[src/rtl/mem_access.sv]
// Memory-access stage: one outstanding data-memory transaction, load align/extend,
// and a valid/ready handoff of the writeback result.
`ifndef XLEN
`define XLEN 64
`endif
`ifndef REG_ADDRWIDTH
`define REG_ADDRWIDTH 5
`endif
`ifndef MEMOP_LEN
`define MEMOP_LEN 4
`define MEMOP_NONE 4'd0
`define MEMOP_LB   4'd1
`define MEMOP_LBU  4'd2
`define MEMOP_LH   4'd3
`define MEMOP_LHU  4'd4
`define MEMOP_LW   4'd5
`define MEMOP_LWU  4'd6
`define MEMOP_LD   4'd7
`define MEMOP_SB   4'd8
`define MEMOP_SH   4'd9
`define MEMOP_SW   4'd10
`define MEMOP_SD   4'd11
`endif

module mem_access #(
    parameter int XLEN   = `XLEN,
    parameter int REG_AW = `REG_ADDRWIDTH,
    parameter int MOP_W  = `MEMOP_LEN
) (
    input  logic              clk,
    input  logic              rst_n,
    input  logic              in_valid,
    output logic              in_ready,
    input  logic [XLEN-1:0]   in_pc,
    input  logic [REG_AW-1:0] in_rd_idx,
    input  logic [XLEN-1:0]   in_alu_out,
    input  logic [XLEN-1:0]   in_rs2_data,
    input  logic [MOP_W-1:0]  in_mem_op,
    output logic              dmem_req_valid,
    input  logic              dmem_req_ready,
    output logic [XLEN-1:0]   dmem_addr,
    output logic              dmem_wen,
    output logic [XLEN-1:0]   dmem_wdata,
    output logic [7:0]        dmem_wstrb,
    input  logic              dmem_rsp_valid,
    input  logic [XLEN-1:0]   dmem_rdata,
    output logic              out_valid,
    input  logic              out_ready,
    output logic [XLEN-1:0]   out_pc,
    output logic [REG_AW-1:0] out_rd_idx,
    output logic              out_rd_wen,
    output logic [XLEN-1:0]   out_data,
    output logic              out_misalign
);
    typedef enum logic [1:0] {IDLE, REQ, WAIT, DONE} state_t;
    state_t state, state_nxt, route;

    logic             accept, is_ld, is_st, is_mem, mis, st_q;
    logic [1:0]       lg_sz;
    logic [2:0]       amask, off_q;
    logic [7:0]       bmask, st_strb;
    logic [XLEN-1:0]  st_wdata, ld_shift, ld_val;
    logic [MOP_W-1:0] op_q;

    // Decode of the incoming op: access size (log2 bytes) and direction.
    always_comb begin
        is_ld = 1'b0;
        is_st = 1'b0;
        lg_sz = 2'd0;
        case (in_mem_op)
            `MEMOP_LB, `MEMOP_LBU: is_ld = 1'b1;
            `MEMOP_LH, `MEMOP_LHU: begin is_ld = 1'b1; lg_sz = 2'd1; end
            `MEMOP_LW, `MEMOP_LWU: begin is_ld = 1'b1; lg_sz = 2'd2; end
            `MEMOP_LD:             begin is_ld = 1'b1; lg_sz = 2'd3; end
            `MEMOP_SB:             is_st = 1'b1;
            `MEMOP_SH:             begin is_st = 1'b1; lg_sz = 2'd1; end
            `MEMOP_SW:             begin is_st = 1'b1; lg_sz = 2'd2; end
            `MEMOP_SD:             begin is_st = 1'b1; lg_sz = 2'd3; end
            default: ;
        endcase
        amask = 3'((4'b1 << lg_sz) - 4'd1);
    end

    assign is_mem = is_ld | is_st;
    assign mis    = is_mem & (|(in_alu_out[2:0] & amask));
    assign accept = in_valid & in_ready;
    assign route  = (is_mem & ~mis) ? REQ : DONE;

    always_comb begin
        case (lg_sz)
            2'd0:    begin bmask = 8'h01; st_wdata = {(XLEN/8){in_rs2_data[7:0]}};  end
            2'd1:    begin bmask = 8'h03; st_wdata = {(XLEN/16){in_rs2_data[15:0]}}; end
            2'd2:    begin bmask = 8'h0F; st_wdata = {(XLEN/32){in_rs2_data[31:0]}}; end
            default: begin bmask = 8'hFF; st_wdata = in_rs2_data;                   end
        endcase
    end
    assign st_strb = bmask << in_alu_out[2:0];

    // Bring the addressed bytes down to bit 0, then extend by op.
    assign ld_shift = dmem_rdata >> {off_q, 3'b000};
    always_comb begin
        case (op_q)
            `MEMOP_LB:  ld_val = {{(XLEN-8){ld_shift[7]}}, ld_shift[7:0]};
            `MEMOP_LBU: ld_val = {{(XLEN-8){1'b0}}, ld_shift[7:0]};
            `MEMOP_LH:  ld_val = {{(XLEN-16){ld_shift[15]}}, ld_shift[15:0]};
            `MEMOP_LHU: ld_val = {{(XLEN-16){1'b0}}, ld_shift[15:0]};
            `MEMOP_LW:  ld_val = {{(XLEN-32){ld_shift[31]}}, ld_shift[31:0]};
            `MEMOP_LWU: ld_val = {{(XLEN-32){1'b0}}, ld_shift[31:0]};
            default:    ld_val = dmem_rdata;
        endcase
    end

    always_ff @(posedge clk) begin
        if (!rst_n) state <= IDLE;
        else        state <= state_nxt;
    end

    always_comb begin
        state_nxt = state;
        case (state)
            IDLE:    if (accept) state_nxt = route;
            REQ:     if (dmem_req_ready) state_nxt = st_q ? DONE : WAIT;
            WAIT:    if (dmem_rsp_valid) state_nxt = DONE;
            DONE:    if (out_ready) state_nxt = accept ? route : IDLE;
            default: state_nxt = IDLE;
        endcase
    end

    always_comb begin
        in_ready       = (state == IDLE) | ((state == DONE) & out_ready);
        dmem_req_valid = (state == REQ);
        out_valid      = (state == DONE);
    end

    // Everything is captured at acceptance; only a load result updates later.
    always_ff @(posedge clk) begin
        if (!rst_n) begin
            op_q         <= '0;
            off_q        <= '0;
            st_q         <= 1'b0;
            dmem_addr    <= '0;
            dmem_wen     <= 1'b0;
            dmem_wdata   <= '0;
            dmem_wstrb   <= '0;
            out_pc       <= '0;
            out_rd_idx   <= '0;
            out_rd_wen   <= 1'b0;
            out_data     <= '0;
            out_misalign <= 1'b0;
        end else if (accept) begin
            op_q         <= in_mem_op;
            off_q        <= in_alu_out[2:0];
            st_q         <= is_st;
            dmem_addr    <= {in_alu_out[XLEN-1:3], 3'b000};
            dmem_wen     <= is_st & ~mis;
            dmem_wdata   <= is_st ? st_wdata : '0;
            dmem_wstrb   <= (is_st & ~mis) ? st_strb : 8'h00;
            out_pc       <= in_pc;
            out_rd_idx   <= in_rd_idx;
            out_rd_wen   <= ~is_mem & (in_rd_idx != '0);
            out_data     <= (mis | ~is_mem) ? in_alu_out : '0;
            out_misalign <= mis;
        end else if (state == WAIT && dmem_rsp_valid) begin
            out_data     <= ld_val;
            out_rd_wen   <= (out_rd_idx != '0);
        end
    end
endmodule

[config.mk]
export PLATFORM = sky130hd
export DESIGN_NAME = mem_access
export DESIGN_NICKNAME = d
export VERILOG_FILES = /design/src/rtl/mem_access.sv
export SDC_FILE = /design/constraint.sdc
export NUM_CORES = 1
export LEC_CHECK = 0
export ABC_AREA = 1
export BUFFER_PORTS_ARGS = -buffer_cell sky130_fd_sc_hd__buf_2
export CORE_AREA = 2 2 209 211
export CTS_CLUSTER_DIAMETER = 200
export DETAILED_ROUTE_END_ITERATION = 12
export DIE_AREA = 0 0 211 213
export MAX_ROUTING_LAYER = met4
export PLACE_DENSITY_LB_ADDON = 0.25
export SLEW_MARGIN = 5
export SYNTH_ARGS = -nofsm -noshare
export SYNTH_HDL_FRONTEND = slang
export SYNTH_SLANG_ARGS = --single-unit
[constraint.sdc]
create_clock -name clk -period 2.7 [get_ports clk]
set_input_delay 0.54 -clock clk [delete_from_list [all_inputs] [get_ports clk]]
set_output_delay 0.54 -clock clk [all_outputs]
set_load 0.1 [all_outputs]
==> results of run 1 <==
[cell usage after synthesis, types with 10 or more instances]
cell / instances / area, um2
a21oi_1: 270 / 1350
a21oi_2: 21 / 184
buf_1: 15 / 56.3
buf_2: 57 / 285
buf_4: 16 / 120
clkbuf_1: 70 / 263
dfxtp_1: 279 / 5590
inv_1: 167 / 627
inv_2: 11 / 41.3
nand2_1: 563 / 2110
nand3_1: 156 / 781
nand4_1: 32 / 200
nor2_1: 253 / 950
o211ai_1: 46 / 345
o21ai_0: 173 / 866
o21ai_1: 10 / 50.1
[through the flow]
stage          power (W)  setup WS [ns]
6_report          0.0249          0.361
5_1_grt           0.0262          0.105
4_1_cts           0.0251          0.359
3_5_place_dp      0.0201          0.389
3_3_place_gp      0.0200          0.454
2_1_floorplan     0.0174          0.351
[report_power, final]
part	leakage, nW	switching, W	internal (W)
Clock	0.575	0.00189	0.00298
Sequential	2.29	0.000531	0.00514
Combinational	6.37	0.0118	0.00259
[final timing paths]
check,from,end,depth (start not counted)
worst min register to register,dmem_addr[28]$_SDFFE_PN0P_,dmem_addr[28]$_SDFFE_PN0P_,2
worst min-delay path,in_pc[5],out_pc[5]$_SDFFE_PN0P_,3
worst max register to register,off_q[0]$_SDFFE_PN0P_,out_data[53]$_SDFFE_PN0P_,12
worst max-delay path,off_q[0]$_SDFFE_PN0P_,out_data[53]$_SDFFE_PN0P_,12
[worst max-delay path: stages (launching register included)]
cell and delay, ns:
dfxtp_2 0.50, inv_2 0.27, nand2_1 0.13, nand2_1 0.07
nand2_1 0.06, nand2_1 0.05, inv_1 0.06, nand2_1 0.06
nand2_1 0.25, buf_4 0.40, nand4_1 0.16, nand2_1 0.11
a21oi_1 0.06
[sequential cells by signal (all words and copies together), names as in the netlist]
signal and count:
dmem_wdata 64, out_data 64, out_pc 64, dmem_addr 61, dmem_wstrb 8, out_rd_idx 5
op_q 4, off_q 3, state 2, dmem_wen 1, out_misalign 1, out_rd_wen 1
st_q 1
[routing by layer]
layer | share of wire (%) | GRT usage, % | wire (um)
met3 | 6.7 | 5.40 | 3920
met5 | 0 | - | 0
met1 | 40 | 28.4 | 23200
met2 | 50 | 43.9 | 29100
met4 | 3.4 | 9.66 | 2000
[kinds of logic after synthesis]
kind of cell           Yosys count
AO/OA/AOI/OAI                  531
buffers and inverters          346
flip-flops                     279
other                            1
AND/OR/NAND/NOR               1029
[final cells by class]
cell class / instances / share of cell area [%]
inverters: 180 / 3.73
well taps: 546 / 3.71
multi-input cells: 1563 / 38.8
clock inverters: 11 / 1.00
diodes: 5 / 0.0680
repair buffers: 582 / 16.9
flip-flops and latches: 279 / 30.4
clock buffers: 50 / 5.45
==> qor.csv, run 1 <==
metric,value,unit
clkSinkCount,279,
yosys_most_used_dff,dfxtp_1,
muxShareOfSynthArea,0,%
status,"complete, no violations",
cp_max_fo,32,
synth.distinct_cells,34,
synth-xor-area-share,0,%
synth-edff-count,0,
synth-compound-area-share,20.3,%
peakVddDrop,0.000736,V
rows,76,
htreeDepth,2,
finalNonFillerCells,3216,
wl,58200,um
rsz0062_at_grt,no,
syn_to_final_growth,29.6,%
wire_per_inst,18.1,um
avgSynthCellArea,6.49,um2
final_common_cell,nand2_1,
synth_top_family_by_area,simple AND/OR/NAND/NOR gates,
io_pins,546,
antenna_left,0,
synthArstFlopShare,0,%
place.port_buffers,542,
hold_class,in2reg,
gp_congestion,1.00,
synthAdderAreaFrac,0,%
cts_setup_buffers,0,
endpoint_kind,register,
fp.dieW,211,um
cts_tree,done,
maxClockFrequency,428,MHz
fin_util,43.1,%
seq_area,0.00559,mm2
netlist_area,0.0142,mm2
dp_hpwl,43700,um
grt_pass1_wl,85600,um
grt_pass1_vias,15300,
cts_buffers,35,
worst_pin_slew,0.718,ns
setup_tns,0,ns
power.leakage,9.23,nW
drv_cap,0,
yosysWarningCount,0,
ys_ff_latch,279,
grt_use_total,25.2,%
clk_latency,0.54,ns
r2r_slack,0.36,ns
final_area,0.0184,mm2
clk_path_buf_depth,3,
start_util,33.2,%
die_h,213,um
min_period_over_period,86.6,%
antenna_found_initial,5,
grt.overflow.total,0,
period_minus_slack,2.34,ns
routed_via_density,5.03,
seq_area_frac_synth,39.3,%
dpl-instance-area,0.0172,mm2
dpl.cell_count,3150,
whs,0.246,ns
maxSlewViolCount,0,
fin_skew,0.0228,ns
setup.worst_path.start_class,register,
grt_start_max_net_pins,145,
arrival,2.75,ns
dieArea,0.0449,mm2
vias,16200,
ctsHoldBuffers,0,
hold_viol_final,0,
synth-simple-area-share,29.8,%
drtPass1Iterations,6,
drt_iter0_drc,1158,
powerDensity,1350,mW/mm2
n_fill_cell,4622,
cts_resized,0,
cp.required,3.11,ns
setup_viol,0,
multi_input_area,0.00714,mm2
drive_above_1_share,25.7,%
cts.reportedPaths.clkPinSlew,0.06,ns
root_buffer,clkbuf_16,
fin_nets,2912,
relSlewSlack,52.1,%
core,0.0427,mm2
syn_inst,2186,
critPathKind,reg2reg,
drc_errors,0,
final_cell_mix,"nand2_1, buf_2, dfxtp_1",
Note: power is estimated with default switching activity, not from simulation.
==> inputs of run 2 (changes only) <==
--- a/config.mk
+++ b/config.mk
@@ -5,12 +5,11 @@
 export SDC_FILE = /design/constraint.sdc
 export NUM_CORES = 1
 export LEC_CHECK = 0
-export ABC_AREA = 1
 export BUFFER_PORTS_ARGS = -buffer_cell sky130_fd_sc_hd__buf_2
-export CORE_AREA = 2 2 209 211
+export CORE_AREA = 2 2 213 215
 export CTS_CLUSTER_DIAMETER = 200
 export DETAILED_ROUTE_END_ITERATION = 12
-export DIE_AREA = 0 0 211 213
+export DIE_AREA = 0 0 215 217
 export MAX_ROUTING_LAYER = met4
 export PLACE_DENSITY_LB_ADDON = 0.25
 export SLEW_MARGIN = 5
==> qor.csv, run 2 <==
metric,value,unit,change
cts_buffers,36,,+2.9%
fin_nets,2420,,-17%
maxClockFrequency,406,MHz,-5.1%
final_cell_mix,"buf_2, nand2_1, dfxtp_1",,
wl,59300,um,+1.9%
cts_resized,0,,unchanged
hold_class,in2reg,,
synth-edff-count,0,,unchanged
grt_pass1_wl,87100,um,+1.7%
yosys_most_used_dff,dfxtp_1,,
ctsHoldBuffers,0,,unchanged
crit_chain,"nor3b_1, or2_4, nor3_4, o21ai_0, o21ai_2",,
htreeDepth,2,,unchanged
worstSetupStartpoint,state[1]$_SDFFE_PN0P_,,
dieArea,0.0467,mm2,+3.8%
drtPass1Iterations,5,,-1
p_comb_share,38.5,%,-19 points
crit_path_end,out_data[37]$_SDFFE_PN0P_,,
seq_area_frac_synth,40.4,%,+1.1 points
relSlewSlack,24.4,%,-28 points
yosysTopAreaCell,dfxtp_1,,
fin_util,40.7,%,-2.4 points
intPower,0.00880,W,-18%
avgSynthCellArea,8.20,um2,+26%
ys_ff_latch,279,,unchanged
drc_errors,0,,unchanged
grtUsageMet2,39.2,%,-4.7 points
worst_slack,0.236,ns,-0.126 ns
fin_skew,0.0171,ns,-0.00565 ns
slowest_delay,0.86,ns,+0.36 ns
antenna_left,0,,unchanged
synth.distinct_cells,80,,+140%
hold_depth,2,,-1
worst_pin_slew,1.13,ns,+0.412 ns
root_buffer,clkbuf_16,,
clkPwrFrac,31.2,%,+12 points
yosysWarningCount,0,,unchanged
grt_use_total,24.9,%,-0.34 points
grtUsageMet3,5.30,%,-0.10 points
synth_top_area_share,40.4,%,+1.1 points
grt_start_max_net_pins,128,,-12%
r2r-start,state[1]$_SDFFE_PN0P_,,
r2r_slack,0.24,ns,-0.13 ns
clk_path_buf_depth,3,,unchanged
fp.dieW,215,um,+1.9%
grt.overflow.total,0,,unchanged
die_h,217,um,+1.9%
min_period_over_period,91.3,%,+4.6 points
gp_congestion,0.904,,-9.9%
dp_hpwl,43900,um,+0.37%
status,"complete, no violations",,
cp_max_fo,32,,unchanged
syn_to_final_growth,31.9,%,
clkSinkCount,279,,unchanged
drv_cap,0,,unchanged
synthArstFlopShare,0,%,unchanged
syn_inst,1684,,-23%
routed_via_density,5.34,,+6.2%
start_util,30.9,%,-2.3 points
reg2reg_depth,5,,-7
cts_tree,done,,
cts.reportedPaths.clkPinSlew,0.06,ns,about the same
grt_pass1_vias,13900,,-9.0%
rsz0062_at_grt,no,,
power.leakage,7.70,nW,-17%
synthTopCellsByCount,"nand2_1, dfxtp_1, a21oi_1",,
cts_setup_buffers,0,,unchanged
dpl-instance-area,0.0170,mm2,-1.4%
netSwitchingPower,0.00703,W,-51%
switching_share,44.4,%,-13 points
core,0.0447,mm2,+4.7%
crit_slowest_cell,nor3_4,,
use_met1,31.2,%,+2.8 points
synth_area_leaders,"dfxtp_1, nand2_1, a21oi_1, o21ai_0, mux4_2",,
hold_viol_final,0,,unchanged
final_area,0.0182,mm2,-1.0%
io_pins,546,,unchanged
reg2reg_to,out_data[37]$_SDFFE_PN0P_,,
cp.required,3.17,ns,+0.06 ns
drt_iter0_drc,1277,,+10%
place.port_buffers,542,,unchanged
powerDensity,869,mW/mm2,-36%
endpoint_kind,register,,
setup_viol,0,,unchanged
top_usage_layer,met2,,
vias,14900,,-7.9%
critPathKind,reg2reg,,
power.total,0.0158,W,-36%
peakVddDrop,0.000467,V,-37%
setup.worst_path.start_class,register,,
rows,78,,+2.6%
setup_tns,0,ns,unchanged
largestRegisters,"dmem_wdata (64), out_data (64), out_pc (64)",,
drive_above_1_share,34.0,%,+8.3 points
netlist_area,0.0138,mm2,-2.7%
pre_cts_slack,0.0382,ns,-0.351 ns
wire_per_inst,21.3,um,+17%
seqPwrFrac,30.3,%,+7.6 points
arrival,2.94,ns,+0.19 ns
maxSlewViolCount,0,,unchanged
yosysMostFrequentCell,nand2_1,,
final_common_cell,buf_2,,
clk_latency,0.55,ns,about the same
antenna_found_initial,12,,+7
period_minus_slack,2.46,ns,+0.126 ns
## run 2: cell count changes after synthesis, sizes merged, moves of 39 or more
cell | before | now
inv | 180 | 9
a22oi | 8 | 55
nor2 | 258 | 56
a21oi | 291 | 196
o211ai | 46 | 7
nand2 | 571 | 403
nand3 | 158 | 20
## run 2: critical path, delay by kind of cell (launching register included)
| kind | cells | cell delay [ns] |
|---|---|---|
| AND/OR/NAND/NOR | 3 | 1.37 |
| flip-flops | 1 | 0.53 |
| AO/OA/AOI/OAI | 2 | 0.47 |
## run 2: per-stage QoR
step,hold WS (ns),cells
after floorplan,0.451,1686
after global placement,0.437,2711
after detailed placement,0.443,2711
after CTS,0.177,2775
after global routing,0.215,2787
final,0.210,2789
## run 2: cell families (layout without fill, tap and decap cells)
kind of cell | after synthesis | after routing | synth area share, %
compound gates | 577 | 577 | 27.1
simple gates | 569 | 569 | 17.5
flops | 279 | 279 | 40.4
buf+inv | 168 | 657 | 5.74
mux | 87 | 87 | 8.98
xor+xnor | 3 | 3 | 0.190
other cells | 1 | 17 | 0.0272
## run 2: metal layers
metal / share of wire [%] / vias to the layer above
li1: - / 6994
met1: 42 / 7175
met2: 47 / 620
met3: 7.6 / 114
met4: 3.9 / 0
met5: 0 / -
## run 2: worst min path at each step
stage,start,end,slack [ns]
after global placement,dmem_wdata[52]$_SDFFE_PN0P_,dmem_wdata[52]$_SDFFE_PN0P_,0.44
after global routing,dmem_req_ready,state[0]$_SDFFE_PN0P_,0.21
after detailed placement,dmem_wdata[17]$_SDFFE_PN0P_,dmem_wdata[17]$_SDFFE_PN0P_,0.44
final,dmem_req_ready,state[0]$_SDFFE_PN0P_,0.21
after floorplan,st_q$_SDFFE_PN0P_,st_q$_SDFFE_PN0P_,0.45
after CTS,dmem_req_ready,state[0]$_SDFFE_PN0P_,0.18
## run 2: layout make-up
cell class	count	area, um2
tap	600	751
antenna	14	35.0
multi-input combinational	1239	7470
sequential	279	5590
clock inverter	9	110
inverter	10	42.5
clock buffer	55	1100
fill	4748	26500
timing repair buffer	583	3110
## run 2: power by group through the flow
stage | clock network (W) | logic (W) | registers [W]
3_3_place_gp | 0 | 0.00605 | 0.00487
5_1_grt | 0.00521 | 0.00639 | 0.00485
2_1_floorplan | 0 | 0.00199 | 0.00759
4_1_cts | 0.00506 | 0.00610 | 0.00479
6_report | 0.00494 | 0.00609 | 0.00480
3_5_place_dp | 0 | 0.00609 | 0.00488
